--- src/rtl/pipeline_stall_controller_pkg.sv ---
// rtl/pipeline_stall_controller_pkg.sv - shared types and constants for the pipeline stall controller
package pipeline_stall_controller_pkg;

    typedef enum logic {
        ST_RUN      = 1'b0,
        ST_MEM_WAIT = 1'b1
    } state_t;

    localparam int DEFAULT_CNT_W = 32;

    // Encoding the pipeline registers load when a stage is turned into a bubble
    localparam logic [31:0] NOP_INSTR = 32'h0000_0000;

endpackage

--- src/rtl/pipeline_stall_controller_sat_counter.sv ---
// rtl/pipeline_stall_controller_sat_counter.sv - saturating event counter
module sat_counter #(
    parameter int W = 32
) (
    input  logic         clk,
    input  logic         rst,
    input  logic         inc,
    output logic [W-1:0] count
);

    always_ff @(posedge clk or posedge rst) begin
        if (rst) begin
            count <= '0;
        end else if (inc && (count != {W{1'b1}})) begin
            count <= count + W'(1);
        end
    end

endmodule

--- src/rtl/pipeline_stall_controller.sv ---
// rtl/pipeline_stall_controller.sv - freeze/flush/bubble control for the five-stage pipeline
module pipeline_stall_controller
    import pipeline_stall_controller_pkg::*;
#(
    parameter int MEM_TIMEOUT = 64,
    parameter int CNT_W       = DEFAULT_CNT_W
) (
    input  logic             clk,
    input  logic             rst,
    input  logic             hazard_detected,
    input  logic             branch_taken,
    input  logic             mem_access,
    input  logic             mem_ready,
    output logic             pc_freeze,
    output logic             if_id_freeze,
    output logic             if_id_flush,
    output logic             id_ex_freeze,
    output logic             id_ex_bubble,
    output logic             ex_mem_freeze,
    output logic             mem_wb_freeze,
    output logic             mem_timeout_err,
    output logic [CNT_W-1:0] stall_cycles,
    output logic [CNT_W-1:0] flush_events,
    output logic [CNT_W-1:0] mem_wait_cycles
);

    localparam int WAIT_W = (MEM_TIMEOUT > 1) ? $clog2(MEM_TIMEOUT) : 1;
    localparam logic [WAIT_W-1:0] WAIT_MAX = WAIT_W'(MEM_TIMEOUT - 1);

    state_t            state;
    state_t            state_nxt;
    logic              mem_freeze;
    logic [WAIT_W-1:0] wait_cnt;
    logic              stall_inc;
    logic              flush_inc;

    always_ff @(posedge clk or posedge rst) begin
        if (rst) begin
            state <= ST_RUN;
        end else begin
            state <= state_nxt;
        end
    end

    always_comb begin
        state_nxt  = state;
        mem_freeze = 1'b0;
        case (state)
            ST_RUN: begin
                if (mem_access && !mem_ready) begin
                    state_nxt  = ST_MEM_WAIT;
                    mem_freeze = 1'b1;
                end
            end
            ST_MEM_WAIT: begin
                if (mem_ready) begin
                    state_nxt = ST_RUN;
                end else begin
                    mem_freeze = 1'b1;
                end
            end
            default: state_nxt = ST_RUN;
        endcase
    end

    // Memory freeze outranks the branch flush: the frozen instructions are re-presented on release
    always_comb begin
        pc_freeze     = 1'b0;
        if_id_freeze  = 1'b0;
        if_id_flush   = 1'b0;
        id_ex_freeze  = 1'b0;
        id_ex_bubble  = 1'b0;
        ex_mem_freeze = 1'b0;
        mem_wb_freeze = 1'b0;
        if (!rst) begin
            if (mem_freeze) begin
                pc_freeze     = 1'b1;
                if_id_freeze  = 1'b1;
                id_ex_freeze  = 1'b1;
                ex_mem_freeze = 1'b1;
                mem_wb_freeze = 1'b1;
            end else if (branch_taken) begin
                if_id_flush  = 1'b1;
                id_ex_bubble = 1'b1;
            end else if (hazard_detected) begin
                pc_freeze    = 1'b1;
                if_id_freeze = 1'b1;
                id_ex_bubble = 1'b1;
            end
        end
    end

    // Holding wait_cnt at zero in RUN gives a clean count on every MEM_WAIT entry
    always_ff @(posedge clk or posedge rst) begin
        if (rst) begin
            wait_cnt        <= '0;
            mem_timeout_err <= 1'b0;
        end else begin
            if (state == ST_RUN) begin
                wait_cnt <= '0;
            end else if (!mem_ready && (wait_cnt != WAIT_MAX)) begin
                wait_cnt <= wait_cnt + WAIT_W'(1);
            end
            if ((state == ST_MEM_WAIT) && !mem_ready && (wait_cnt == WAIT_MAX)) begin
                mem_timeout_err <= 1'b1;
            end
        end
    end

    assign stall_inc = !mem_freeze && !branch_taken && hazard_detected;
    assign flush_inc = !mem_freeze && branch_taken;

    sat_counter #(.W(CNT_W)) u_stall_cnt (
        .clk   (clk),
        .rst   (rst),
        .inc   (stall_inc),
        .count (stall_cycles)
    );

    sat_counter #(.W(CNT_W)) u_flush_cnt (
        .clk   (clk),
        .rst   (rst),
        .inc   (flush_inc),
        .count (flush_events)
    );

    sat_counter #(.W(CNT_W)) u_mem_wait_cnt (
        .clk   (clk),
        .rst   (rst),
        .inc   (mem_freeze),
        .count (mem_wait_cycles)
    );

endmodule
--- config.mk ---
export PLATFORM = sky130hd
export DESIGN_NAME = pipeline_stall_controller
export DESIGN_NICKNAME = d
export VERILOG_FILES = /design/src/rtl/pipeline_stall_controller_pkg.sv /design/src/rtl/pipeline_stall_controller_sat_counter.sv /design/src/rtl/pipeline_stall_controller.sv
export SDC_FILE = /design/constraint.sdc
export NUM_CORES = 1
export LEC_CHECK = 0
export ABC_CLOCK_PERIOD_IN_PS = 3600
export BUFFER_PORTS_ARGS = -buffer_cell sky130_fd_sc_hd__buf_4
export CORE_ASPECT_RATIO = 0.6
export CORE_UTILIZATION = 49
export CTS_CLUSTER_DIAMETER = 30
export CTS_CLUSTER_SIZE = 14
export DETAILED_ROUTE_END_ITERATION = 8
export MAX_ROUTING_LAYER = met4
export PLACE_DENSITY = 0.86
export SYNTH_ARGS = -nofsm -noshare
export SYNTH_HDL_FRONTEND = slang
export SYNTH_SLANG_ARGS = --single-unit
--- constraint.sdc ---
create_clock -name clk -period 3.6 [get_ports clk]
set_input_delay 0.72 -clock clk [delete_from_list [all_inputs] [get_ports clk]]
set_output_delay 0.72 -clock clk [all_outputs]
set_load 0.005 [all_outputs]
==> flow_metrics.tcl <==
set metrics [dict create \
    async_reset_ff_share_pct 100 \
    root_buffer "clkbuf_16" \
    ios 110 \
    cp.required_ns 2.88 \
    max_slew.worst_pin.slew_ns 0.755 \
    cts.sinks 104 \
    fmax_ghz 0.419 \
    status "finished clean" \
    numPortBuffers 109 \
    cellLeakagePower_nw 3.10 \
    fin_worst_skew_ns 0.00820 \
    crit_chain "o21bai_4 > inv_1 > nor3_1 > buf_4" \
    slew_headroom_pct 49.5 \
    hold_start "mem_timeout_err$_DFFE_PP0P_" \
    yosysTopAreaCell "dfrtp_1" \
    n_antenna_cell 0 \
    end_kind "output pin" \
    clk_latency_ns 0.34 \
    design.die.area_sq_mm 0.0105 \
    synthTopCellsByArea "dfrtp_1 52%, xnor2_1 10%, xor2_1 6.4%, nand4_1 4.2%, nand3_1 3.7%" \
    startpoint_type "register" \
    fin_crit_ns 2.38 \
    post-cts-setup-buffers 0 \
    synth_cell_types 42 \
    critPathBufInv 2 \
    ant_nets 0 \
    synth_cells 451 \
    hold_end "mem_timeout_err$_DFFE_PP0P_" \
    drt_iter0_markers 296 \
    syn_avg_cell_area_sq_um 11.0 \
    gp_congestion 0.879 \
    cts_max_path_buffers 2 \
    tritoncts "done" \
    synth-edff-count 0 \
    initial_core_util_pct 50.4 \
    r2r_end "u_flush_cnt.count[7]$_DFFE_PP0P_" \
    worst_hold_slack_ns 0.471 \
    htree_levels 3 \
    hp-class "register to register" \
    worstHoldPathCells 1 \
    path_delay_family "flip-flops" \
    grt_use_total_pct 23.1 \
    clk_pin_slew_ns 0.07 \
    ff2ff_setup_slack_ns 1.32 \
    hold_viol_final 0 \
    timing.rr.start "u_flush_cnt.count[16]$_DFFE_PP0P_" \
    rsz0062_at_grt "no" \
    hold_buffers 0 \
    die_h_microns 79.9 \
    vdd_drop_max_mv 0.332 \
    rows 28 \
    grt_pass1_vias 3651 \
    syn_area_sq_mm 0.00496 \
    ys_seq_elements 104 \
    final_common_cell "buf_4" \
    finalCritPeriodShare_pct 66.2 \
    slowest_stage "dfrtp_1" \
    grt.overflow.total 0 \
    critPathMaxStageDelay_ns 0.46 \
    final_cell_mix "109 x buf_4, 104 x dfrtp_1, 58 x xnor2_1" \
    final_util_pct 63.6 \
    postRouteWirelength_microns 11200 \
    synth.yosys.warnings 0 \
    syn_nets 461 \
    worst-setup-path-type "register to output pin" \
    cp.arrival_ns 1.66 \
    drt_first_pass_iters 5 \
    grt_max_degree 59 \
    drive_gt1_share_pct 26.4 \
    cap_viol_max_count 0 \
    grt_pass1_wl_microns 18500 \
    vias_per_cell 5.48 \
    powerDensity_mw_per_mm2 454 \
    syn2layout_area_growth_pct 26.2 \
    hpwl_microns 8250 \
    worstPathMaxFanout 8 \
    die_w_microns 132 \
    via_count 3867 \
    antenna_found_initial 0 \
    cts_made_buffers 9 \
    reg2regPathDepth 6 \
    core_area_sq_mm 0.00984 \
    tns_ns 0 \
    ys.flop_type "dfrtp_1" \
    cts_resized 0 \
    drv_slew 0 \
    yosysSeqAreaShare_pct 52.5 \
    layout.nets 577 \
    routedWlPerCell_microns 15.8 \
    synth_top_area_share_pct 52.5 \
    drc 0 \
    setup_viol 0 \
]
-- worst reg2reg max path, stage by stage, from the launching register on --
cell and delay, ns:
dfrtp_1 0.44, and4_1 0.27, and2_1 0.21, and4_1 0.23, nor2_1 0.59, and4_1 0.31, xor2_1 0.15
-- flip-flops by register name, indices dropped and copies added (netlist names) --
register	cells
u_flush_cnt.count	32
wait_cnt	6
u_mem_wait_cnt.count	32
mem_timeout_err	1
state	1
u_stall_cnt.count	32
-- cells in the mapped netlist, types with 3 or more instances --
library cell,n
nor2_1,44
nand2_1,37
xnor2_1,58
and4_4,3
ha_1,4
and3_1,16
nand4_1,33
and2_1,4
dfrtp_1,104
mux2_2,4
nor4_1,4
nor3_1,10
a21oi_1,5
nand3_1,37
inv_1,11
buf_4,3
and4_1,9
xor2_1,36
-- final cells by class --
cell class                 instances  area [sq um]
sequential                       104          2600
clock inverter                     4          76.3
multi-input combinational        331          2280
clock buffer                      11           253
timing repair buffer             110           838
fill                             794          3580
inverter                          11          43.8
tap                              135           169
-- cells by family after synthesis --
kind of cell / count (synthesis) / share of synthesized area (%)
buffers and inverters: 16 / 1.61
and+or+nand+nor: 214 / 24.5
AOI/OAI and AO/OA: 13 / 2.45
adders and majority gates: 4 / 1.01
xor gates and xnor gates: 94 / 16.6
DFF: 104 / 52.5
muxes: 6 / 1.31
-- worst max path at each step --
stage | slack [ns] | cells after the start | to | from
final | 1.22 | 4 | id_ex_bubble | state$_DFF_PP0_
after global routing | 1.10 | 4 | id_ex_bubble | state$_DFF_PP0_
after CTS | 1.19 | 4 | id_ex_bubble | state$_DFF_PP0_
after detailed placement | 1.07 | 8 | u_stall_cnt.count[14]$_DFFE_PP0P_ | mem_access
after global placement | 1.19 | 8 | u_stall_cnt.count[28]$_DFFE_PP0P_ | mem_access
after floorplan | 0.15 | 1 | mem_timeout_err$_DFFE_PP0P_ | rst
-- power by group --
part | leakage, nW | total [mW] | internal (mW) | switching, mW
combinational | 1.55 | 0.380 | 0.216 | 0.164
sequential | 1.39 | 1.40 | 1.26 | 0.143
clock | 0.158 | 1.06 | 0.646 | 0.412
-- per-layer routing --
| layer | wire [microns] | vias up | track usage [%] |
|---|---|---|---|
| li1 | - | 1809 | - |
| met4 | 100 | 0 | 6.40 |
| met3 | 573 | 9 | 5.14 |
| met2 | 5180 | 125 | 34.0 |
| met5 | 0 | - | - |
| met1 | 5330 | 1924 | 32.1 |
-- through the flow --
stage / area [sq um] / total power, mW / setup WS, ns / instances
CTS: 6260 / 2.87 / 1.19 / 706
detailed placement: 5930 / 1.81 / 1.07 / 691
global route: 6260 / 2.97 / 1.10 / 706
finish: 6260 / 2.84 / 1.22 / 706
global placement: 5930 / 1.78 / 1.19 / 691
floorplan: 4960 / 1.58 / 0.148 / 451
Note: power is estimated with default switching activity, not from simulation.
